`src/rtl/reu_dma_engine.sv`:
```
// REU-style block transfer engine.
// Moves bytes between C64 memory, reached through toggle-handshake DMA cycles,
// and expansion RAM, reached through a level req / pulse ack port.
// Modes: stash (C64->RAM), fetch (RAM->C64), swap, verify.
module reu_dma_engine #(
  parameter int RAM_AW = 24
) (
  input  logic              clk,
  input  logic              reset_n,
  input  logic              start,
  input  logic [1:0]        mode,
  input  logic              fix_c64,
  input  logic              fix_reu,
  input  logic [15:0]       c64_base,
  input  logic [RAM_AW-1:0] reu_base,
  input  logic [15:0]       length,
  output logic              busy,
  output logic              done,
  output logic              end_of_block,
  output logic              verify_error,
  output logic [15:0]       cur_c64,
  output logic [RAM_AW-1:0] cur_reu,
  output logic [15:0]       cur_len,
  output logic [15:0]       dma_a,
  output logic [7:0]        dma_d,
  output logic              dma_rw,
  output logic              dma_req,
  input  logic              dma_ack,
  input  logic [7:0]        dma_q,
  output logic [RAM_AW-1:0] ram_a,
  output logic [7:0]        ram_d,
  output logic              ram_we,
  output logic              ram_req,
  input  logic              ram_ack,
  input  logic [7:0]        ram_q
);

  localparam logic [1:0] MODE_STASH  = 2'b00;
  localparam logic [1:0] MODE_FETCH  = 2'b01;
  localparam logic [1:0] MODE_SWAP   = 2'b10;

  typedef enum logic [2:0] {
    S_IDLE  = 3'd0,
    S_C64RD = 3'd1,
    S_RAMRD = 3'd2,
    S_RAMWR = 3'd3,
    S_C64WR = 3'd4,
    S_CMP   = 3'd5,
    S_ADV   = 3'd6,
    S_DONE  = 3'd7
  } state_t;

  state_t      state_r;
  logic [1:0]  mode_r;
  logic        fix_c64_r;
  logic        fix_reu_r;
  logic [7:0]  byte_a_r;
  logic [7:0]  byte_b_r;
  logic        dma_pend_r;
  logic        stop_r;

  // Fetch begins with the RAM side; every other mode begins by reading C64.
  function automatic state_t first_state(input logic [1:0] m);
    if (m == MODE_FETCH) begin
      return S_RAMRD;
    end else begin
      return S_C64RD;
    end
  endfunction

  // Transfer sequencer: one access at a time, all outputs registered.
  always_ff @(posedge clk or negedge reset_n) begin
    if (!reset_n) begin
      state_r      <= S_IDLE;
      mode_r       <= 2'b00;
      fix_c64_r    <= 1'b0;
      fix_reu_r    <= 1'b0;
      byte_a_r     <= 8'h00;
      byte_b_r     <= 8'h00;
      dma_pend_r   <= 1'b0;
      stop_r       <= 1'b0;
      busy         <= 1'b0;
      done         <= 1'b0;
      end_of_block <= 1'b0;
      verify_error <= 1'b0;
      cur_c64      <= 16'h0000;
      cur_reu      <= '0;
      cur_len      <= 16'd1;
      dma_a        <= 16'h0000;
      dma_d        <= 8'h00;
      dma_rw       <= 1'b0;
      dma_req      <= 1'b0;
      ram_a        <= '0;
      ram_d        <= 8'h00;
      ram_we       <= 1'b0;
      ram_req      <= 1'b0;
    end else begin
      done <= 1'b0;
      case (state_r)
        S_IDLE: begin
          // Track the ack toggle so a late ack from an abandoned cycle is absorbed.
          dma_req <= dma_ack;
          if (start) begin
            cur_c64      <= c64_base;
            cur_reu      <= reu_base;
            cur_len      <= length;
            mode_r       <= mode;
            fix_c64_r    <= fix_c64;
            fix_reu_r    <= fix_reu;
            end_of_block <= 1'b0;
            verify_error <= 1'b0;
            stop_r       <= 1'b0;
            dma_pend_r   <= 1'b0;
            busy         <= 1'b1;
            state_r      <= first_state(mode);
          end else begin
            state_r <= S_IDLE;
          end
        end
        S_C64RD: begin
          if (!dma_pend_r) begin
            dma_a      <= cur_c64;
            dma_rw     <= 1'b0;
            dma_req    <= ~dma_req;
            dma_pend_r <= 1'b1;
          end else if (dma_ack == dma_req) begin
            byte_a_r   <= dma_q;
            dma_pend_r <= 1'b0;
            state_r    <= (mode_r == MODE_STASH) ? S_RAMWR : S_RAMRD;
          end else begin
            state_r <= S_C64RD;
          end
        end
        S_RAMRD: begin
          if (!ram_req) begin
            ram_a   <= cur_reu;
            ram_we  <= 1'b0;
            ram_req <= 1'b1;
          end else if (ram_ack) begin
            byte_b_r <= ram_q;
            ram_req  <= 1'b0;
            case (mode_r)
              MODE_FETCH: state_r <= S_C64WR;
              MODE_SWAP:  state_r <= S_RAMWR;
              default:    state_r <= S_CMP;
            endcase
          end else begin
            state_r <= S_RAMRD;
          end
        end
        S_RAMWR: begin
          if (!ram_req) begin
            ram_a   <= cur_reu;
            ram_d   <= byte_a_r;
            ram_we  <= 1'b1;
            ram_req <= 1'b1;
          end else if (ram_ack) begin
            ram_req <= 1'b0;
            ram_we  <= 1'b0;
            state_r <= (mode_r == MODE_SWAP) ? S_C64WR : S_ADV;
          end else begin
            state_r <= S_RAMWR;
          end
        end
        S_C64WR: begin
          if (!dma_pend_r) begin
            dma_a      <= cur_c64;
            dma_d      <= byte_b_r;
            dma_rw     <= 1'b1;
            dma_req    <= ~dma_req;
            dma_pend_r <= 1'b1;
          end else if (dma_ack == dma_req) begin
            dma_pend_r <= 1'b0;
            state_r    <= S_ADV;
          end else begin
            state_r <= S_C64WR;
          end
        end
        S_CMP: begin
          if (byte_a_r != byte_b_r) begin
            verify_error <= 1'b1;
            stop_r       <= 1'b1;
          end else begin
            stop_r <= stop_r;
          end
          state_r <= S_ADV;
        end
        S_ADV: begin
          cur_c64 <= fix_c64_r ? cur_c64 : cur_c64 + 16'd1;
          cur_reu <= fix_reu_r ? cur_reu : cur_reu + RAM_AW'(1);
          if (cur_len == 16'd1) begin
            // Length stays at 1 so readback shows the exhausted block.
            end_of_block <= 1'b1;
            done         <= 1'b1;
            busy         <= 1'b0;
            state_r      <= S_DONE;
          end else if (stop_r) begin
            cur_len <= cur_len - 16'd1;
            done    <= 1'b1;
            busy    <= 1'b0;
            state_r <= S_DONE;
          end else begin
            // A length of 0 falls through to 0xFFFF here, giving 65536 bytes.
            cur_len <= cur_len - 16'd1;
            state_r <= first_state(mode_r);
          end
        end
        S_DONE: begin
          state_r <= S_IDLE;
        end
        default: begin
          state_r <= S_IDLE;
        end
      endcase
    end
  end

endmodule

```
`config.mk`:
```
export PLATFORM = sky130hd
export DESIGN_NAME = reu_dma_engine
export DESIGN_NICKNAME = d
export VERILOG_FILES = /design/src/rtl/reu_dma_engine.sv
export SDC_FILE = /design/constraint.sdc
export NUM_CORES = 1
export LEC_CHECK = 0
export BUFFER_PORTS_ARGS = -buffer_cell sky130_fd_sc_hd__clkbuf_2
export CAP_MARGIN = 20
export CORE_MARGIN = 4
export CORE_UTILIZATION = 40
export CTS_CLUSTER_SIZE = 30
export DETAILED_ROUTE_END_ITERATION = 12
export MAX_ROUTING_LAYER = met4
export PLACE_DENSITY = 0.66
export SLEW_MARGIN = 20
export SYNTH_ARGS = -nofsm -noshare
export SYNTH_HDL_FRONTEND = slang
export SYNTH_SLANG_ARGS = --single-unit
```
`constraint.sdc`:
```
create_clock -name clk -period 2.4 [get_ports clk]
set_input_delay 0.12 -clock clk [delete_from_list [all_inputs] [get_ports clk]]
set_output_delay 0.12 -clock clk [all_outputs]
set_load 0.02 [all_outputs]
```
[Yosys cells after proc, flatten, opt, wreduce, memory -nomap -nowiden]
Cells that the tools add are included.
Storage, ports and cells
  logic and storage cells: 136
  flip-flop bits (word level): 144
Cells by class
  bitwise logic cells: 3
  add/subtract/negate cells: 3
  reduce and logical (&&, ||, !) cells: 27
  eq/ne operators: 29
  mux-type cells: 52
Operator list (count)
  $mux W16: 4
  $pmux W16 S2: 2
  $mux W24: 2
  $pmux W24 S2: 1
  $reduce_and A3 Y1: 10
  $ne A2 B2 Y1 const B: 14
  $mux W3: 9
  $add A24 B1 Y24 const B: 1
  $pmux W3 S8: 1
  $mux W1: 20
  $add A16 B1 Y16 const B: 1
  $eq A16 B1 Y1 const B: 1
  $sub A16 B1 Y16 const B: 1
  $pmux W1 S2: 7
  $reduce_and A2 Y1: 7
  $eq A3 B3 Y1 const B: 4
  $mux W2: 5
  $reduce_bool A2 Y1: 5
  $ne A8 B8 Y1: 1
  $eq A3 B2 Y1 const B: 2
  $ne A3 B3 Y1 const B: 2
  $pmux W3 S2: 1
  $eq A2 B1 Y1 const B: 2
  $reduce_and A4 Y1: 1
  other kinds (7): 10

[Depth between registers and ports, before layout]
  word-level depth: 5
  gate-level depth with buffers: 8
  mapped depth without buffers: 7

[Worst setup path before layout]
OpenSTA, ideal clock, no wires.
  path type: register to register
  start point: register cur_len[0]
  end point: register cur_len[11]
  cell stages (with the launch flop): 7
  setup time: 0.118 ns
  data required time: 2.282 ns
  buffers on the path: 0
  path slack: 0.445 ns
  arrival time: 1.837 ns
  path through: dfstp_2 -> ha_1 -> nor4b_2 -> nand4_1 -> nor2_1 -> o41ai_1 -> a21o_1
On the way
  longest elaborated chain between the ends: 3
RTL lines
  start, declared: RTL line 23  | output logic [15:0] cur_len,
  start signal, assigned: RTL line 106  | cur_len <= length;
  start signal, assigned: RTL line 198  | cur_len <= cur_len - 16'd1;
  start signal, assigned: RTL line 204  | cur_len <= cur_len - 16'd1;
  $sub A16 B1 Y16 / $eq A16 B1 Y1 (equally long branches): RTL line 198, 204, 191
  $mux W16 / $ne A2 B2 Y1 (equally long branches)
  $pmux W16 S2 / $reduce_and A3 Y1 (equally long branches)
Several ways; a longest one is shown, not always the timed one. The select of a mux whose other input is x is not followed.
A chain may end at the register's enable or synchronous reset.

[Worst setup path after layout]
Same ends and word-level chain as after synthesis.

==> impl_table.tex <==
\begin{tabular}{lr}
\hline
Metric & Value \\
\hline
\multicolumn{2}{l}{\textbf{Pwr}} \\
\quad Pwr Total & 13.5 mW \\
\quad Worst vdd ir & 0.659 mV \\
\quad Power per Cell Area & 1420 mW/mm\^{}2 \\
\quad Leak pwr & 4.33 nW \\
\multicolumn{2}{l}{\textbf{Floorplan}} \\
\quad Number of top-level design ports & 201 \\
\quad Die height & 141 microns \\
\quad Initial core utilization & 41.1\% \\
\quad Area inside the core boundary & 0.0174 sq mm \\
\quad Die X & 141 microns \\
\quad Site row count & 48 \\
\quad Die Area & 0.0200 sq mm \\
\multicolumn{2}{l}{\textbf{Logic synthesis}} \\
\quad Area leader, netlist & sky130\_fd\_sc\_hd\_\_dfrtp\_1 \\
\quad Warnings from Yosys & 0 \\
\quad Most common flop cell mapped by yosys & sky130\_fd\_sc\_hd\_\_dfrtp\_1 \\
\quad Mapped Nets & 777 \\
\quad Synthesized flop and latch total & 144 \\
\quad Number of synthesized flops with an enable pin & 0 \\
\quad Cell variety after synth & 69 \\
\quad Part of the Yosys area used for sequential elements & 50.6\% \\
\quad Cell area after synthesis & 0.00713 sq mm \\
\quad Cells taking the most area after synthesis & sky130\_fd\_sc\_hd\_\_dfrtp\_1 50\%, sky130\_fd\_sc\_hd\_\_mux2\_2 11\%, sky130\_fd\_sc\_hd\_\_a21oi\_1 3.7\%, sky130\_fd\_sc\_hd\_\_nand2\_1 3.6\%, sky130\_fd\_sc\_hd\_\_nor2\_1 2.9\% \\
\quad Mean Syn Cell Area & 10.3 sq um \\
\quad Portion of synthesized cell area occupied by the leading cell type & 50.2\% \\
\quad FFs w/ async S/R, synth & 100\% \\
\quad Cell count after synthesis & 692 \\
\multicolumn{2}{l}{\textbf{STA}} \\
\quad Max Fclk & 0.488 GHz \\
\quad Post-route fraction of the period consumed by the critical path & 85.4\% \\
\quad Crit path setup slack, layout & 0.351 ns \\
\quad Number of endpoints failing setup at the final stage & 0 \\
\quad Max-slew violation count & 0 \\
\quad Post-route clock skew & 0.00841 ns \\
\quad Relative max-transition margin & 43.7\% \\
\quad Final Hold Viols & 0 \\
\quad Slew @ Worst Pin & 0.844 ns \\
\quad Minimum period implied by the final worst setup slack & 2.05 ns \\
\quad Setup TNS after final layout & 0 ns \\
\quad Unrepaired setup endpoints after global routing & no \\
\multicolumn{2}{l}{\textbf{Placed design}} \\
\quad DP Worst Slack & 0.299 ns \\
\quad Detail Placement HPWL & 14,100 microns \\
\quad Final weighted congestion of routability-driven global placement & 0.847 \\
\quad IO buf count & 200 \\
\quad Instance area at placement & 0.00844 sq mm \\
\multicolumn{2}{l}{\textbf{Run}} \\
\quad Max-cap violation count & 0 \\
\multicolumn{2}{l}{\textbf{Routing}} \\
\quad Average wire length per cell after detail routing & 17.0 microns \\
\quad First drt pass iteration count & 5 \\
\quad DRC violation count after routing & 0 \\
\quad Number of vias per cell & 5.38 \\
\quad Final wirelength & 19,900 microns \\
\quad Detailed router's first-iteration violation count & 427 \\
\quad Via count & 6,324 \\
\quad Post-DRT Antenna Nets & 0 \\
\multicolumn{2}{l}{\textbf{CTS}} \\
\quad Cts bufs inserted & 17 \\
\quad Number of H-tree levels & 4 \\
\quad Number of clock sinks seen by CTS & 144 \\
\quad Post-CTS Setup Bufs & 0 \\
\quad Cell at the root of the clock tree & sky130\_fd\_sc\_hd\_\_clkbuf\_16 \\
\quad Clock tree buffer depth & 2 \\
\quad CTS tree & built \\
\quad Skew-Pair Late Insertion Delay & 0.42 ns \\
\quad CTS-repair resized insts & 0 \\
\quad Clk slew on worst S/H paths & 0.06 ns \\
\multicolumn{2}{l}{\textbf{Setup path}} \\
\quad Dominant delay contributor by cell family on the critical path & simple AND/OR/NAND/NOR gates \\
\quad Startpoint-to-endpoint class of the critical path & flop to flop \\
\quad Required arrival time at the worst endpoint & 2.72 ns \\
\quad Worst EP arrival & 2.37 ns \\
\quad Startpoint kind of the worst setup timing path & flop \\
\quad Buffers and inverters on the worst path & 0 \\
\quad Endpoint type of the worst setup path & flop \\
\quad Cell with the biggest individual delay on the critical path & sky130\_fd\_sc\_hd\_\_dfstp\_2 \\
\quad Max stage delay on crit path & 0.59 ns \\
\quad Crit-path max FO & 7 \\
\quad Crit-path cells & ha\_1, nor4b\_2, nand4\_1, nor2\_1, o41ai\_1, a21o\_1 \\
\multicolumn{2}{l}{\textbf{GRT}} \\
\quad Overall overflow remaining after global route & 0 \\
\quad Maximum number of pins on one net before global-route repair & 73 \\
\quad Initial antenna violation count & 0 \\
\quad Global router's overall resource usage & 20.8\% \\
\quad Vias in the first global route & 6,144 \\
\quad Wire length of the first global-routing pass & 32,900 microns \\
\multicolumn{2}{l}{\textbf{Layout}} \\
\quad Fill cell instance count of the final layout & 1,535 \\
\quad Final design utilization & 54.6\% \\
\quad Synth-to-layout area growth & 33.0\% \\
\quad Share of post-route cells with drive strength above 1 & 36.5\% \\
\quad Post-route cell area & 0.00948 sq mm \\
\quad \# nets final & 1,024 \\
\quad Number of antenna repair diodes & 0 \\
\multicolumn{2}{l}{\textbf{Status}} \\
\quad Run status & complete, no violations \\
\multicolumn{2}{l}{\textbf{Worst hold path}} \\
\quad Worst hold path class & primary input to flop \\
\hline
\end{tabular}
-- routing by layer --
metal	global-route usage [%]	wire [microns]
met1	28.3	9180
met3	4.48	1330
met5	-	0
met2	31.6	9110
met4	6.11	320
-- synthesized netlist by cell type (7+ instances only) --
cell,n
sky130_fd_sc_hd__dfrtp_1,143
sky130_fd_sc_hd__nand3_1,28
sky130_fd_sc_hd__buf_2,14
sky130_fd_sc_hd__a31oi_1,10
sky130_fd_sc_hd__a21oi_1,53
sky130_fd_sc_hd__and3_1,8
sky130_fd_sc_hd__nor4_1,7
sky130_fd_sc_hd__nor2_1,56
sky130_fd_sc_hd__o21ai_0,32
sky130_fd_sc_hd__nand4_1,13
sky130_fd_sc_hd__clkbuf_1,20
sky130_fd_sc_hd__a2bb2oi_1,10
sky130_fd_sc_hd__mux2_2,70
sky130_fd_sc_hd__xor2_1,9
sky130_fd_sc_hd__inv_1,8
sky130_fd_sc_hd__a21o_1,7
sky130_fd_sc_hd__nor3_1,15
sky130_fd_sc_hd__o22ai_1,13
sky130_fd_sc_hd__nand2_1,68
-- through the flow --
| stage | cells | hold WS, ns |
|---|---|---|
| global placement | 1100 | 0.0954 |
| floorplan | 692 | -0.176 |
| CTS | 1176 | 0.00241 |
| finish | 1176 | 0.0140 |
| global route | 1176 | 0.0134 |
| detailed placement | 1100 | 0.0924 |
-- worst reg2reg max path, delay by kind of cell (launching register included) --
kind / cells / cell delay, ns
adder cells (fa/ha/maj): 1 / 0.15
AND/OR/NAND/NOR: 3 / 0.97
AO/OA/AOI/OAI: 2 / 0.24
flip-flops: 1 / 0.59
-- worst paths after layout --
| check | start | to | slack (ns) | depth (start not counted) |
|---|---|---|---|---|
| max reg2reg | cur_len[0] | cur_len[11] | 0.35 | 6 |
| max | cur_len[0] | cur_len[11] | 0.35 | 6 |
| min reg2reg | dma_rw | dma_rw | 0.49 | 1 |
| min | length[4] | cur_len[4] | 0.01 | 3 |
| min in group asynchronous | reset_n | ram_a[9] | 0.20 | 2 |
| max in group asynchronous | reset_n | cur_len[0] | 1.44 | 3 |
-- power by group --
part	total, mW	switching (mW)	internal [mW]	leakage, nW
logic	5.99	3.46	2.53	2.35
registers	4.84	1.24	3.60	1.69
clock network	2.66	1.03	1.63	0.288
-- layout make-up --
| class | count | area [sq um] | area share, % |
|---|---|---|---|
| Clock buffer | 22 | 484 | 5.11 |
| Clock inverter | 9 | 108 | 1.14 |
| Inverter | 8 | 30.0 | 0.317 |
| Multi-Input combinational cell | 499 | 3310 | 34.9 |
| Sequential cell | 144 | 3600 | 38.0 |
| Tap cell | 225 | 282 | 2.97 |
| Timing Repair Buffer | 269 | 1660 | 17.5 |
-- what timing repair did --
action / CTS / global route
hold buffers: 45 / 0
setup endpoints to repair: 0 / 0
hold endpoints to repair: 91 / 0
-- registers in the layout (all words and copies together), names as in the netlist, 2 cells and up --
name and flops:
byte_a_r 8, byte_b_r 8, cur_c64 16, cur_len 16, cur_reu 24, dma_a 16
dma_d 8, mode_r 2, ram_a 24, ram_d 8, state_r 3
-- logic make-up after synthesis --
group                    after synthesis  synth area share (%)
adder cells (fa/ha/maj)                5                 0.843
AO/OA/AOI/OAI                        172                  15.5
multiplexers                          73                  11.5
flip-flops                           144                  50.6
buffers and inverters                 49                  2.99
XOR/XNOR                              14                  1.72
AND/OR/NAND/NOR                      235                  16.9
-- cell usage in the layout, fill, tap and decap left out, types with 5 or more instances in the layout --
cell type / synthesis / routed
sky130_fd_sc_hd__dlygate4sd3_1: 0 / 45
sky130_fd_sc_hd__dfrtp_1: 143 / 143
sky130_fd_sc_hd__nor2_1: 56 / 56
sky130_fd_sc_hd__xor2_1: 9 / 9
sky130_fd_sc_hd__nand2_1: 68 / 68
sky130_fd_sc_hd__clkbuf_2: 0 / 199
sky130_fd_sc_hd__nand3_1: 28 / 28
sky130_fd_sc_hd__a31oi_1: 10 / 10
sky130_fd_sc_hd__nor3_1: 15 / 15
sky130_fd_sc_hd__a2bb2oi_1: 10 / 10
sky130_fd_sc_hd__a21oi_1: 53 / 53
sky130_fd_sc_hd__o21ai_0: 32 / 32
sky130_fd_sc_hd__xnor2_1: 5 / 5
sky130_fd_sc_hd__buf_4: 1 / 22
sky130_fd_sc_hd__a211oi_1: 5 / 5
sky130_fd_sc_hd__mux2_2: 70 / 70
sky130_fd_sc_hd__inv_1: 8 / 8
sky130_fd_sc_hd__clkbuf_16: 0 / 17
sky130_fd_sc_hd__nor4_1: 7 / 7
sky130_fd_sc_hd__a311oi_1: 6 / 6
sky130_fd_sc_hd__a21o_1: 7 / 7
sky130_fd_sc_hd__o22ai_1: 13 / 13
sky130_fd_sc_hd__and3_1: 8 / 8
sky130_fd_sc_hd__nand4_1: 13 / 13
sky130_fd_sc_hd__and4_1: 6 / 6
No activity file was read; power rests on OpenSTA's default activity.
